--- config.mk ---
export PLATFORM = sky130hd
export DESIGN_NAME = sser_resp_tx
export DESIGN_NICKNAME = d
export VERILOG_FILES = /design/src/rtl/sser_resp_tx.sv
export SDC_FILE = /design/constraint.sdc
export NUM_CORES = 1
export LEC_CHECK = 0
export CAP_MARGIN = 5
export CORE_MARGIN = 5
export CORE_UTILIZATION = 46
export CTS_BUF_LIST = sky130_fd_sc_hd__clkbuf_8
export CTS_CLUSTER_DIAMETER = 30
export DETAILED_ROUTE_END_ITERATION = 12
export GPL_ROUTABILITY_DRIVEN = 0
export GPL_TIMING_DRIVEN = 0
export PLACE_DENSITY_LB_ADDON = 0.15
export SLEW_MARGIN = 20
export SYNTH_ARGS = -nofsm -noshare
export SYNTH_HDL_FRONTEND = slang
export SYNTH_SLANG_ARGS = --single-unit
--- constraint.sdc ---
create_clock -name clk -period 2.38 [get_ports clk]
set_input_delay 0.357 -clock clk [delete_from_list [all_inputs] [get_ports clk]]
set_output_delay 0.357 -clock clk [all_outputs]
set_load 0.02 [all_outputs]
--- src/rtl/sser_resp_tx.sv ---
// Serial responder transmitter: CPU-fed FIFO whose head word is shifted out LSB first
// on tx, one bit per falling edge of the initiator's cl while cs frames the transfer.
module sser_resp_tx #(
  parameter int          DW   = 8,
  parameter int          AW   = 2,
  parameter logic [DW-1:0] IDLE = '1
) (
  input  logic          clk,
  input  logic          rstb,
  input  logic [DW-1:0] wdata,
  input  logic          wvalid,
  output logic          wready,
  input  logic          cs,
  input  logic          cl,
  output logic          tx,
  output logic [AW:0]   count,
  output logic          busy,
  output logic          irq,
  output logic          underrun,
  output logic          aborted,
  input  logic          clr
);

  localparam int              BW    = (DW > 1) ? $clog2(DW) : 1;
  localparam logic [BW-1:0]   LAST  = BW'(DW - 1);
  localparam logic [AW:0]     DEPTH = {1'b1, {AW{1'b0}}};

  typedef enum logic [2:0] {S_IDLE, S_LOAD, S_SHIFT, S_DONE, S_WAIT} state_t;

  state_t         state_q, state_d;
  logic [DW-1:0]  sh_q, sh_d;
  logic [BW-1:0]  bit_q, bit_d;
  logic           tx_q, tx_d;
  logic           busy_q, busy_d;
  logic           irq_q, irq_d;
  logic           ur_q, ur_d;
  logic           ab_q, ab_d;
  logic [AW:0]    wptr_q, rptr_q;
  logic [DW-1:0]  mem [2**AW];

  logic cs_s1_q, cs_s2_q, cs_h_q;
  logic cl_s1_q, cl_s2_q, cl_h_q;
  logic cs_rise, cs_fall, cl_rise, cl_fall;
  logic push, pop, set_ur, set_ab, empty, full;

  always_ff @(posedge clk or negedge rstb) begin
    if (!rstb) begin
      cs_s1_q <= 1'b0; cs_s2_q <= 1'b0; cs_h_q <= 1'b0;
      cl_s1_q <= 1'b0; cl_s2_q <= 1'b0; cl_h_q <= 1'b0;
    end else begin
      cs_s1_q <= cs;      cs_s2_q <= cs_s1_q; cs_h_q <= cs_s2_q;
      cl_s1_q <= cl;      cl_s2_q <= cl_s1_q; cl_h_q <= cl_s2_q;
    end
  end

  // cl edges are qualified by the cs history flop so that a final cl rise
  // coinciding with the cs fall still completes the frame.
  assign cs_rise = cs_s2_q & ~cs_h_q;
  assign cs_fall = ~cs_s2_q & cs_h_q;
  assign cl_rise = cl_s2_q & ~cl_h_q & cs_h_q;
  assign cl_fall = ~cl_s2_q & cl_h_q & cs_h_q;

  assign count  = wptr_q - rptr_q;
  assign empty  = (count == '0);
  assign full   = (count == DEPTH);
  assign wready = ~full;
  assign push   = wvalid & ~full;

  always_comb begin
    state_d = state_q;
    sh_d    = sh_q;
    bit_d   = bit_q;
    tx_d    = tx_q;
    busy_d  = busy_q;
    irq_d   = 1'b0;
    pop     = 1'b0;
    set_ur  = 1'b0;
    set_ab  = 1'b0;
    case (state_q)
      S_IDLE: begin
        tx_d   = 1'b1;
        busy_d = 1'b0;
        if (cs_rise) state_d = S_LOAD;
      end
      S_LOAD: begin
        if (!empty) begin
          pop  = 1'b1;
          sh_d = mem[rptr_q[AW-1:0]];
        end else begin
          sh_d   = IDLE;
          set_ur = 1'b1;
        end
        bit_d   = '0;
        tx_d    = sh_d[0];
        busy_d  = 1'b1;
        state_d = S_SHIFT;
      end
      S_SHIFT: begin
        if ((cl_rise && bit_q == LAST) || cs_fall) begin
          set_ab  = ~(cl_rise && bit_q == LAST);
          irq_d   = 1'b1;
          busy_d  = 1'b0;
          tx_d    = 1'b1;
          state_d = S_DONE;
        end else if (cl_fall) begin
          sh_d  = sh_q >> 1;
          bit_d = bit_q + 1'b1;
          tx_d  = sh_q[1];
        end
      end
      S_DONE: begin
        tx_d    = 1'b1;
        state_d = cs_s2_q ? S_WAIT : S_IDLE;
      end
      S_WAIT: begin
        tx_d = 1'b1;
        if (!cs_s2_q) state_d = S_IDLE;
      end
      default: state_d = S_IDLE;
    endcase
  end

  always_comb begin
    ur_d = clr ? 1'b0 : ur_q;
    ab_d = clr ? 1'b0 : ab_q;
    if (set_ur) ur_d = 1'b1;
    if (set_ab) ab_d = 1'b1;
  end

  always_ff @(posedge clk or negedge rstb) begin
    if (!rstb) begin
      state_q <= S_IDLE;
      sh_q    <= '0;
      bit_q   <= '0;
      tx_q    <= 1'b1;
      busy_q  <= 1'b0;
      irq_q   <= 1'b0;
      ur_q    <= 1'b0;
      ab_q    <= 1'b0;
      wptr_q  <= '0;
      rptr_q  <= '0;
    end else begin
      state_q <= state_d;
      sh_q    <= sh_d;
      bit_q   <= bit_d;
      tx_q    <= tx_d;
      busy_q  <= busy_d;
      irq_q   <= irq_d;
      ur_q    <= ur_d;
      ab_q    <= ab_d;
      if (push) wptr_q <= wptr_q + 1'b1;
      if (pop)  rptr_q <= rptr_q + 1'b1;
    end
  end

  always_ff @(posedge clk) begin
    if (push) mem[wptr_q[AW-1:0]] <= wdata;
  end

  assign tx       = tx_q;
  assign busy     = busy_q;
  assign irq      = irq_q;
  assign underrun = ur_q;
  assign aborted  = ab_q;

endmodule

# ---- Word-level counts from Yosys, hierarchy flattened
# Memory sizes are Yosys's and may differ from the RTL's.
# Index checks and enable logic that the tools add are counted.
dict set report op_classes {
  add_sub_neg 4
  eq_ne 12
  muxes 30
  bitwise 13
  n_reduce_logical 14
}
# cell n
set ops {}
lappend ops {{8-bit two-way mux} 3}
lappend ops {{3-bit two-way mux} 6}
lappend ops {{1-bit two-way mux} 16}
lappend ops {{8-bit case mux with 2 select lines} 1}
lappend ops {{3-bit case mux with 5 select lines} 1}
lappend ops {{2-bit != test (second input constant)} 5}
lappend ops {{3-bit by 1-bit adder with 3-bit output (second input constant)} 3}
lappend ops {{3-bit == test (second input constant)} 3}
lappend ops {{1-bit AND} 7}
lappend ops {{3-bit by 2-bit == test with 1-bit output (second input constant)} 2}
lappend ops {{3-bit zero test} 2}
lappend ops {{1-bit inverter} 6}
lappend ops {{1-bit case mux with 3 select lines} 2}
lappend ops {{3-bit case mux with 2 select lines} 1}
lappend ops {{3-bit AND reduction} 2}
lappend ops {{2-bit nonzero test} 3}
lappend ops {{3-bit nonzero test} 2}
lappend ops {{2-bit AND reduction} 2}
lappend ops {{3-bit by 1-bit == test with 1-bit output (second input constant)} 1}
lappend ops {{3-bit != test (second input constant)} 1}
lappend ops {{3-bit OR reduction} 1}
lappend ops {{3-bit subtractor} 1}
lappend ops {{1-bit logical AND} 1}
lappend ops {{1-bit logical OR} 1}
dict set report word_totals {
  reg_bits 31
  ramBits 32
  inputBits 14
  out_inout_bits 9
  word_cells 90
  memories 1
}
# name words width read_ports rd_ports_with_merged_regs write_ports line_no
set memory_table {}
lappend memory_table {mem 4 8 1 0 1 39} ;# logic [DW-1:0] mem [2**AW];

# ---- Longest topological paths before layout
# Gate-level depths: netlist (run 1).
dict set report logic_depth {
  ltp_word 8
  ltp_mapped 7
  mapped_depth_nobuf 7
}

# ---- Least setup slack after synthesis (run 1)
# No wires, ideal clock.
dict set report synth_timing {
  path_kind {reg2reg}
  from {register wptr_q[0]}
  to {register tx_q (netlist: tx)}
  setup_ns 0.080
  arrival_time_ns 2.149
  required_time_ns 2.300
  setup_slack_ns 0.151
  stages_incl_launch_ff 8
  synth_period_minus_slack_ns 2.229
  path_cell_list {dfrtp_1 > inv_1 > ha_1 > fa_1 > xnor3_1 > and3_1 > or4_1 > a32o_1}
}
dict set report synth_via {
  elab_chain_len 4
}
# element line_no
set synth_lines {}
lappend synth_lines {{start, declared} 38} ;# logic [AW:0] wptr_q, rptr_q;
lappend synth_lines {{start signal, assigned} 151} ;# if (push) wptr_q <= wptr_q + 1'b1;
lappend synth_lines {{3-bit subtractor} 63} ;# assign count = wptr_q - rptr_q;
lappend synth_lines {{3-bit zero test} 64} ;# assign empty = (count == '0);
lappend synth_lines {{8-bit two-way mux} 86} ;# if (!empty) begin
lappend synth_lines {{1-bit case mux with 3 select lines} 79} ;# case (state_q)
lappend synth_lines {{end signal, assigned} 146} ;# tx_q <= tx_d;
lappend synth_lines {{end, declared} 33} ;# logic tx_q, tx_d;
# No other way between the ends.
# A chain may end at the register's enable or synchronous reset.

# ---- Worst setup path after layout (run 1)
# Ends and elaborated chain as after synthesis.

==> results.json, run 1 <==
{
  "run_status": "complete, no violations",
  "synthFlopType": "sky130_fd_sc_hd__edfxtp_1",
  "synth_compound_gate_area_share": 0.0609,
  "worst_slew_slack_as_a_fraction_of_its_limit": 0.549,
  "syn_avg_cell_area_um2": 14.5,
  "num_io_pins": 23,
  "syn_area_um2": 2650,
  "drt_drc_violations_left": 0,
  "synth_register_bits": 62,
  "final_net_count": 240,
  "die_height_um": 85.9,
  "kind_of_path_behind_the_tightest_hold_check": "input port to async pin",
  "finalSetupViolCount": 0,
  "synth-seq-area-share": 0.647,
  "timing.final.crit_period_ps": 2290,
  "finalInstanceArea_um2": 3150,
  "ys_top_cells_by_area": "sky130_fd_sc_hd__edfxtp_1 (36%), sky130_fd_sc_hd__dfrtp_1 (27%), sky130_fd_sc_hd__mux4_2 (6.8%), sky130_fd_sc_hd__ha_1 (3.8%), sky130_fd_sc_hd__mux2_2 (3.4%)",
  "synth_async_reset_ratio": 0.484,
  "timing.critical_path.to_type": "flop",
  "ctsLongestPathBuffers": 2,
  "commonest_non_fill_non_tap_cell_in_the_layout": "sky130_fd_sc_hd__edfxtp_1",
  "first_iter_violations": 34,
  "cts.root.buffer_cell": "sky130_fd_sc_hd__clkbuf_8",
  "syn_to_final_growth_pct": 18.8,
  "cp.required_ps": 2650,
  "initial_core_util": 0.478,
  "timing_worst_slew_pin_value_ps": 677,
  "routed-via-count": 1516,
  "post_route_core_utilization": 0.568,
  "holdBufCountCts": 0,
  "clkSlewWorstSetupHoldPaths_ps": 70,
  "layout_worst_path_cycle_share": 0.964,
  "synth_top_area_share": 0.363,
  "grt_max_degree": 31,
  "vias_per_cell": 5.16,
  "timing.final.max_slew_violations": 0,
  "crit_path_start_kind": "flop",
  "synthesis.yosys.warnings": 0,
  "clock_latency_late_sink_ps": 340,
  "placement.cell_area_um2": 2950,
  "cap_viol_max_count": 0,
  "globalRouteOverflowTotal": 0,
  "synthMuxAreaShare": 0.110,
  "area_of_the_die_um2": 7380,
  "detailedPlacementHpwl_mm": 3.32,
  "cts_htree_levels": 3,
  "cts_tree": "built",
  "synth_top_family_by_area": "multiplexers",
  "chipWidth_um": 85.9,
  "worstPathArrival_ps": 2560,
  "aggregate_global_route_resource_usage": 0.147,
  "synth_adder_area_share": 0.0453,
  "critical_path.max_fanout": 4,
  "fmax_mhz": 436,
  "post_route_cells_drive_above_1_share": 0.234,
  "powerDensity_nw_per_um2": 1370,
  "drt.antenna.violating_nets": 0,
  "clock_buffers_created_by_tritoncts": 9,
  "wl_per_cell_um": 16.2,
  "count_of_flip_flops_with_a_built_in_enable_after_synthesis": 32,
  "syn-num-nets": 206,
  "critical_path.reg2reg.endpoint": "tx",
  "vdd_drop_max_mv": 0.587,
  "port_buffers": 22,
  "synth_area_in_simple_gates": 0.0761,
  "vias_in_the_first_global_route": 1683,
  "cts_num_sinks": 62,
  "drt-pass1-iter-count": 4,
  "first_pass_grt_wire_length_mm": 8.12,
  "power_leakage_nw": 1.27,
  "core_area_um2": 5540,
  "num_rows": 27,
  "rr_worst_depth": 7,
  "mostFrequentLayoutCells": "sky130_fd_sc_hd__edfxtp_1 (32), sky130_fd_sc_hd__dfrtp_1 (29), sky130_fd_sc_hd__clkdlybuf4s50_1 (18)",
  "finalHoldViolations": 0,
  "post_synthesis_cell_type_count": 38,
  "antenna_found_initial": 0,
  "antennaDiodeCount": 0,
  "yosys.area_share.xor_xnor": 0.0217,
  "clock_skew_ps": 9.41,
  "synth_area_leader_cell": "sky130_fd_sc_hd__edfxtp_1",
  "worstSetupPathType": "flop to flop",
  "regToRegStartpoint": "wptr_q[0]",
  "detail_route.wirelength_mm": 4.76,
  "ff2ff_setup_slack_ps": 90,
  "synthesis.instances": 183
}
-- kinds of logic (layout without fill, tap and decap cells) --
| kind of cell | after synthesis | in the layout |
|---|---|---|
| AO/OA/AOI/OAI | 24 | 24 |
| XOR/XNOR | 5 | 5 |
| adder cells (fa/ha/maj) | 9 | 9 |
| buffers and inverters | 25 | 64 |
| flip-flops | 62 | 62 |
| multiplexers | 18 | 18 |
| AND/OR/NAND/NOR | 40 | 40 |
-- Yosys cell counts, types with 2 or more instances --
cell / n
sky130_fd_sc_hd__nand2_1: 8
sky130_fd_sc_hd__o21ai_0: 6
sky130_fd_sc_hd__buf_4: 2
sky130_fd_sc_hd__buf_2: 3
sky130_fd_sc_hd__mux2i_1: 2
sky130_fd_sc_hd__mux2_2: 8
sky130_fd_sc_hd__xnor2_1: 3
sky130_fd_sc_hd__clkbuf_1: 3
sky130_fd_sc_hd__a21oi_1: 3
sky130_fd_sc_hd__and2_1: 5
sky130_fd_sc_hd__ha_1: 8
sky130_fd_sc_hd__or3b_2: 2
sky130_fd_sc_hd__nor2b_1: 2
sky130_fd_sc_hd__inv_1: 17
sky130_fd_sc_hd__nand3b_1: 2
sky130_fd_sc_hd__nand3_1: 4
sky130_fd_sc_hd__a31oi_1: 6
sky130_fd_sc_hd__dfrtp_1: 29
sky130_fd_sc_hd__nor2_1: 13
sky130_fd_sc_hd__edfxtp_1: 32
sky130_fd_sc_hd__mux4_2: 8
-- state kept, by name, indices dropped and copies added, names as in the netlist, 3 cells and up --
signal and cells:
mem 32, rptr_q 3, bit_q 3, state_q 3, wptr_q 3, sh_q 7
-- area by class of cell --
class	count	area, um2
inverter	17	63.8
fill	461	2390
multi-input combinational	96	838
timing repair buffer	23	220
clock buffer	9	124
sequential	62	1710
buffer	8	41.3
tap	72	90.1
clock inverter	7	55.1
-- stage by stage --
| stage | setup WS, ps | cells | hold WS [ps] | TNS, ps | power, W |
|---|---|---|---|---|---|
| 2_1_floorplan | 151 | 183 | 61.4 | 0 | 0.00288 |
| 3_3_place_gp | -38.1 | 277 | 332 | -332 | 0.00338 |
| 3_5_place_dp | -112 | 277 | 337 | -2020 | 0.00349 |
| 4_1_cts | 2.66 | 294 | 60.2 | 0 | 0.00430 |
| 5_1_grt | -4.88 | 294 | 111 | -8.62 | 0.00457 |
| 6_report | 85.5 | 294 | 55.6 | 0 | 0.00430 |
-- power breakdown --
group | internal, W | leakage (nW) | switching [W] | total, W
Clock | 0.000390 | 0.0870 | 0.000454 | 0.000843
Combinational | 0.000854 | 0.519 | 0.000992 | 0.00185
Sequential | 0.00147 | 0.659 | 0.000139 | 0.00161
-- worst max-delay path: stages, from the launching register on --
cell                      delay [ps]
sky130_fd_sc_hd__dfrtp_1         360
sky130_fd_sc_hd__inv_2            70
sky130_fd_sc_hd__ha_1            210
sky130_fd_sc_hd__fa_2            340
sky130_fd_sc_hd__xnor3_2         270
sky130_fd_sc_hd__and3_1          220
sky130_fd_sc_hd__or4_1           500
sky130_fd_sc_hd__a32o_1          260
-- per-layer routing --
layer	up-vias	GRT usage	wire, um
met5	-	0	0
li1	728	-	-
met4	0	0.0763	88
met1	753	0.170	2010
met3	8	0.0403	162
met2	27	0.248	2500
-- how the worst max path moves through the flow --
stage / slack [ps] / depth (start not counted) / end / startpoint
global route: -5 / 7 / wready / wptr_q[0]
finish: 90 / 7 / tx / wptr_q[0]
detailed placement: -110 / 7 / wready / wptr_q[0]
global placement: -40 / 6 / mem[3][5] / wptr_q[0]
CTS: 3 / 6 / mem[2][1] / wptr_q[0]
floorplan: 150 / 7 / tx / wptr_q[0]
-- what timing repair did --
item,4_1_cts,5_1_grt
resized for setup,10,6
cloned,0,0
endpoints found under the setup margin,37,21
pin swaps,0,0
buffers inserted,1,0
Power figures use the tool's default switching activity.
==> run 2: changes to the inputs <==
Settings changed: CORE_ASPECT_RATIO set to 1.75.
==> run 2 against run 1 <==
Against the previous run: sequential power hardly changed; wire length fell by 3.7%; clock power up 32%; die area increased by 0.80%; power increased by 5.9%; non-clock buffer count is 1 higher; largest cell class unchanged; highest routed layer unchanged.
==> results.json, run 2 (synthesized netlist as in run 1, its figures left out) <==
{
  "aggregate_global_route_resource_usage": 0.146,
  "cp.required_ps": 2650,
  "regArea_um2": 1710,
  "antennaDiodeCount": 0,
  "cts_num_sinks": 62,
  "syn_to_final_growth_pct": 21.7,
  "cp.depth": 7,
  "clkSlewWorstSetupHoldPaths_ps": 70,
  "vias_per_cell": 5.05,
  "path_buf_inv": 1,
  "clock_skew_ps": 6.13,
  "post_route_cells_drive_above_1_share": 0.247,
  "mostFrequentLayoutCells": "sky130_fd_sc_hd__edfxtp_1 (32), sky130_fd_sc_hd__dfrtp_1 (29), sky130_fd_sc_hd__clkdlybuf4s50_1 (18)",
  "chipWidth_um": 67.4,
  "vdd_drop_max_mv": 0.733,
  "crit_path_start_kind": "flop",
  "run_status": "complete, no violations",
  "critPathTopFamily": "simple AND/OR/NAND/NOR gates",
  "finalSetupViolCount": 0,
  "fmax_mhz": 432,
  "grt_max_degree": 31,
  "commonest_non_fill_non_tap_cell_in_the_layout": "sky130_fd_sc_hd__edfxtp_1",
  "drt-pass1-iter-count": 4,
  "detail_route.wirelength_mm": 4.59,
  "timing.final.crit_period_ps": 2320,
  "initial_core_util": 0.474,
  "wl_per_cell_um": 15.3,
  "power_leakage_nw": 1.31,
  "detailedPlacementHpwl_mm": 3.34,
  "core_area_um2": 5590,
  "timing.final.max_slew_violations": 0,
  "timing.critical_path.to_type": "flop",
  "routed-via-count": 1511,
  "drt.antenna.violating_nets": 0,
  "critical_path.max_fanout": 4,
  "finalHoldViolations": 0,
  "port_buffers": 22,
  "layout_worst_path_cycle_share": 0.973,
  "timing.critical_path.cells": "inv_2 -> ha_1 -> fa_2 -> xnor3_2 -> and3_4 -> or4_1 -> a32o_1",
  "critical_path.slowest_cell": "sky130_fd_sc_hd__or4_1",
  "globalRouteOverflowTotal": 0,
  "instances_no_fill": 299,
  "fillCellCount": 496,
  "vias_in_the_first_global_route": 1680,
  "clock_buffers_created_by_tritoncts": 9,
  "antenna_found_initial": 0,
  "timing_worst_slew_pin_value_ps": 678,
  "area_of_the_multi_input_gates_um2": 845,
  "place_inst": 281,
  "rr_worst_depth": 7,
  "cts.root.buffer_cell": "sky130_fd_sc_hd__clkbuf_8",
  "first_pass_grt_wire_length_mm": 7.80,
  "powerDensity_nw_per_um2": 1410,
  "cap_viol_max_count": 0,
  "cts_tree": "built",
  "final_net_count": 241,
  "worstSetupPathType": "flop to flop",
  "cts_htree_levels": 3,
  "clock_latency_late_sink_ps": 340,
  "ctsLongestPathBuffers": 2,
  "num_io_pins": 23,
  "worst_slew_slack_as_a_fraction_of_its_limit": 0.548,
  "largest_register_ffs": 32,
  "area_of_the_die_um2": 7440,
  "max_stage_delay_ps": 510,
  "hold_ws_ps": 50.9,
  "report.power.total_w": 0.00455,
  "num_rows": 36,
  "worstPathArrival_ps": 2580,
  "drt_drc_violations_left": 0,
  "die_height_um": 110,
  "timing.setup.tns_ps": 0,
  "kind_of_path_behind_the_tightest_hold_check": "input port to async pin",
  "first_iter_violations": 71
}
==> run 2: per-layer routing <==
metal  up-vias  part of all wire  wire length [um]  global-route usage
met3        10             0.034               157              0.0365
met5         -                 0                 0                   0
met1       746              0.37              1710               0.151
met4         0             0.018                83              0.0697
li1        731                 -                 -                   -
met2        24              0.58              2640               0.269
==> run 2: worst paths after layout <==
path,from,end,slack [ps]
worst max register to register,wptr_q[0],tx,60
worst max-delay path,wptr_q[0],tx,60
min in group clk,cs_s1_q,cs_s2_q,350
worst min-delay path,rstb,cs_h_q,50
max in group asynchronous,rstb,sh_q[2],1890
worst min register to register,cs_s1_q,cs_s2_q,350
==> run 2: layout make-up <==
class,instances,area share
repair buffers,24,0.0687
multi-input cells,96,0.262
clock buffers,9,0.0384
inverters,17,0.0198
flip-flops and latches,62,0.531
plain buffers,8,0.0128
well taps,76,0.0295
clock inverters,7,0.0376
==> run 2: report_power, final <==
| part | switching, W | leakage, nW | internal [W] |
|---|---|---|---|
| logic | 0.000965 | 0.523 | 0.000861 |
| clock network | 0.000413 | 0.124 | 0.000700 |
| registers | 0.000142 | 0.659 | 0.00147 |
==> run 2: worst reg2reg max path, stage by stage (launching register included) <==
cell and delay (ps):
sky130_fd_sc_hd__dfrtp_1 370, sky130_fd_sc_hd__inv_2 70, sky130_fd_sc_hd__ha_1 210, sky130_fd_sc_hd__fa_2 350, sky130_fd_sc_hd__xnor3_2 270, sky130_fd_sc_hd__and3_4 210
sky130_fd_sc_hd__or4_1 510, sky130_fd_sc_hd__a32o_1 260
==> run 2: metrics by stage <==
stage | cell area [um2] | setup WS [ps] | utilization
after floorplan | 2650 | 151 | -
after global placement | 2960 | -38.0 | 0.531
after detailed placement | 2960 | -144 | 0.530
after CTS | 3210 | 49.9 | 0.574
after global routing | 3220 | -13.0 | 0.577
final | 3220 | 63.2 | 0.577
==> run 2: timing repair <==
item,4_1_cts,5_1_grt
hold buffers,0,0
gates resized for setup,14,5
setup buffers,1,1
setup endpoints to repair,38,4
==> run 3: changes to the inputs <==
Settings changed: MAX_ROUTING_LAYER set to met4, PLACE_DENSITY set to 0.68, PLACE_DENSITY_LB_ADDON 0.15 to not set.
==> run 3 against run 2 <==
Against the previous run: combinational power hardly changed; utilization shrank 0.81 points; sequential power about the same; power shrank 6.1%; count of clock-buffer cells in the layout unchanged; largest power group unchanged.
==> results.json, run 3 (synthesized netlist as in run 1, its figures left out) <==
{
  "report.power.total_w": 0.00427,
  "ff2ff_setup_slack_ps": 80,
  "timing_worst_slew_pin_value_ps": 681,
  "wl_per_cell_um": 14.2,
  "final_net_count": 243,
  "power_leakage_nw": 1.29,
  "crit_path_start_kind": "flop",
  "run_status": "complete, no violations",
  "finalSetupViolCount": 0,
  "vdd_drop_max_mv": 0.614,
  "commonest_non_fill_non_tap_cell_in_the_layout": "sky130_fd_sc_hd__edfxtp_1",
  "num_rows": 36,
  "ctsLongestPathBuffers": 2,
  "area_of_the_die_um2": 7440,
  "aggregate_global_route_resource_usage": 0.144,
  "timing.critical_path.cells": "inv_2 -> ha_2 -> fa_2 -> xnor3_1 -> buf_4 -> and3_1 -> or4_1 -> a32o_1",
  "die_height_um": 110,
  "num_io_pins": 23,
  "timing.final.crit_period_ps": 2300,
  "kind_of_path_behind_the_tightest_hold_check": "input port to async pin",
  "critical_path.max_fanout": 3,
  "detail_route.wirelength_mm": 4.28,
  "syn_to_final_growth_pct": 20.0,
  "power.internal_w": 0.00276,
  "cts_num_sinks": 62,
  "mostFrequentLayoutCells": "sky130_fd_sc_hd__edfxtp_1 (32), sky130_fd_sc_hd__dfrtp_1 (29), sky130_fd_sc_hd__clkdlybuf4s50_1 (18)",
  "drt-pass1-iter-count": 3,
  "clock_buffers_created_by_tritoncts": 9,
  "max_stage_delay_ps": 510,
  "holdBufCountCts": 0,
  "power.share.clock": 0.191,
  "regToRegStartpoint": "wptr_q[0]",
  "cp.required_ps": 2650,
  "routed-via-count": 1481,
  "timing.critical_path.to_type": "flop",
  "drt_drc_violations_left": 0,
  "finalInstanceArea_um2": 3180,
  "finalHoldViolations": 0,
  "cap_viol_max_count": 0,
  "worstSetupPathType": "flop to flop",
  "initial_core_util": 0.474,
  "globalRouteOverflowTotal": 0,
  "cts_tree": "built",
  "cts_htree_levels": 3,
  "first_pass_grt_wire_length_mm": 7.31,
  "worst_slew_slack_as_a_fraction_of_its_limit": 0.546,
  "vias_in_the_first_global_route": 1543,
  "grt_max_degree": 31,
  "clkSlewWorstSetupHoldPaths_ps": 70,
  "cts.root.buffer_cell": "sky130_fd_sc_hd__clkbuf_8",
  "vias_per_cell": 4.92,
  "rsz0062_at_grt": "no",
  "rr_worst_depth": 8,
  "layout_worst_path_cycle_share": 0.966,
  "placement.cell_area_um2": 2960,
  "first_iter_violations": 77,
  "antenna_found_initial": 0,
  "clock_latency_late_sink_ps": 340,
  "timing.setup.tns_ps": 0,
  "core_area_um2": 5590,
  "drt.antenna.violating_nets": 0,
  "critical_path.slowest_cell": "sky130_fd_sc_hd__or4_1",
  "timing.final.max_slew_violations": 0,
  "fillCellCount": 498,
  "power_switching_w": 0.00152,
  "powerDensity_nw_per_um2": 1340,
  "chipWidth_um": 67.4,
  "antennaDiodeCount": 0,
  "worstPathArrival_ps": 2570,
  "sw_frac_of_total": 0.355,
  "post_route_core_utilization": 0.569,
  "detailedPlacementHpwl_mm": 2.99,
  "fmax_mhz": 435,
  "seq_power_share": 0.374,
  "clock_skew_ps": 7.61,
  "port_buffers": 22,
  "largest_register_ffs": 32,
  "critical_path.reg2reg.endpoint": "tx",
  "combinationalPowerShare": 0.435,
  "post_route_cells_drive_above_1_share": 0.244
}
==> run 3: per-stage QoR <==
step                setup slack, ps  hold slack (ps)  instances
floorplan                       151             61.4        183
global placement               -104              333        281
detailed placement             -121              335        281
CTS                            2.94             59.5        299
global route                   3.52             99.2        301
finish                         80.2             56.6        301
==> run 3: timing repair <==
item,4_1_cts,5_1_grt
endpoints found under the setup margin,37,11
setup buffers,2,2
pin swaps,0,1
resized for setup,12,3
==> run 3: layer usage <==
metal	up-vias	part of all wire	global-route usage
met3	10	0.040	0.0375
met5	-	0	-
met4	0	0.021	0.0827
li1	735	-	-
met2	22	0.55	0.245
met1	714	0.38	0.146
==> run 3: worst max path at each step <==
stage	startpoint	to	slack, ps	depth (start not counted)
floorplan	wptr_q[0]	tx	150	7
global placement	wptr_q[0]	mem[3][4]	-100	6
detailed placement	wptr_q[0]	mem[3][5]	-120	6
CTS	wptr_q[0]	tx	3	8
global route	wptr_q[0]	tx	4	8
finish	wptr_q[0]	tx	80	8
==> run 3: critical path: cells and delay by family (launching register included) <==
family	cells	cell delay, ps
flip-flops	1	360
adder cells (fa/ha/maj)	2	510
AND/OR/NAND/NOR	2	690
XOR/XNOR	1	230
AO/OA/AOI/OAI	1	230
buffers and inverters	2	210
==> run 3: area by class of cell <==
class | instances | area, um2 | share of cell area
Timing Repair Buffer | 26 | 240 | 0.0756
Sequential cell | 62 | 1710 | 0.539
Clock inverter | 7 | 57.6 | 0.0181
Clock buffer | 9 | 124 | 0.0390
Tap cell | 76 | 95.1 | 0.0299
Inverter | 17 | 63.8 | 0.0201
Multi-Input combinational cell | 96 | 845 | 0.266
Buffer | 8 | 41.3 | 0.0130
==> run 3: power by group through the flow <==
stage / Sequential, W / Clock [W] / Combinational (W)
after floorplan: 0.00162 / 0 / 0.00126
after global placement: 0.00161 / 0 / 0.00178
after detailed placement: 0.00163 / 0 / 0.00181
after CTS: 0.00160 / 0.000851 / 0.00186
after global routing: 0.00163 / 0.000903 / 0.00207
final: 0.00160 / 0.000817 / 0.00186
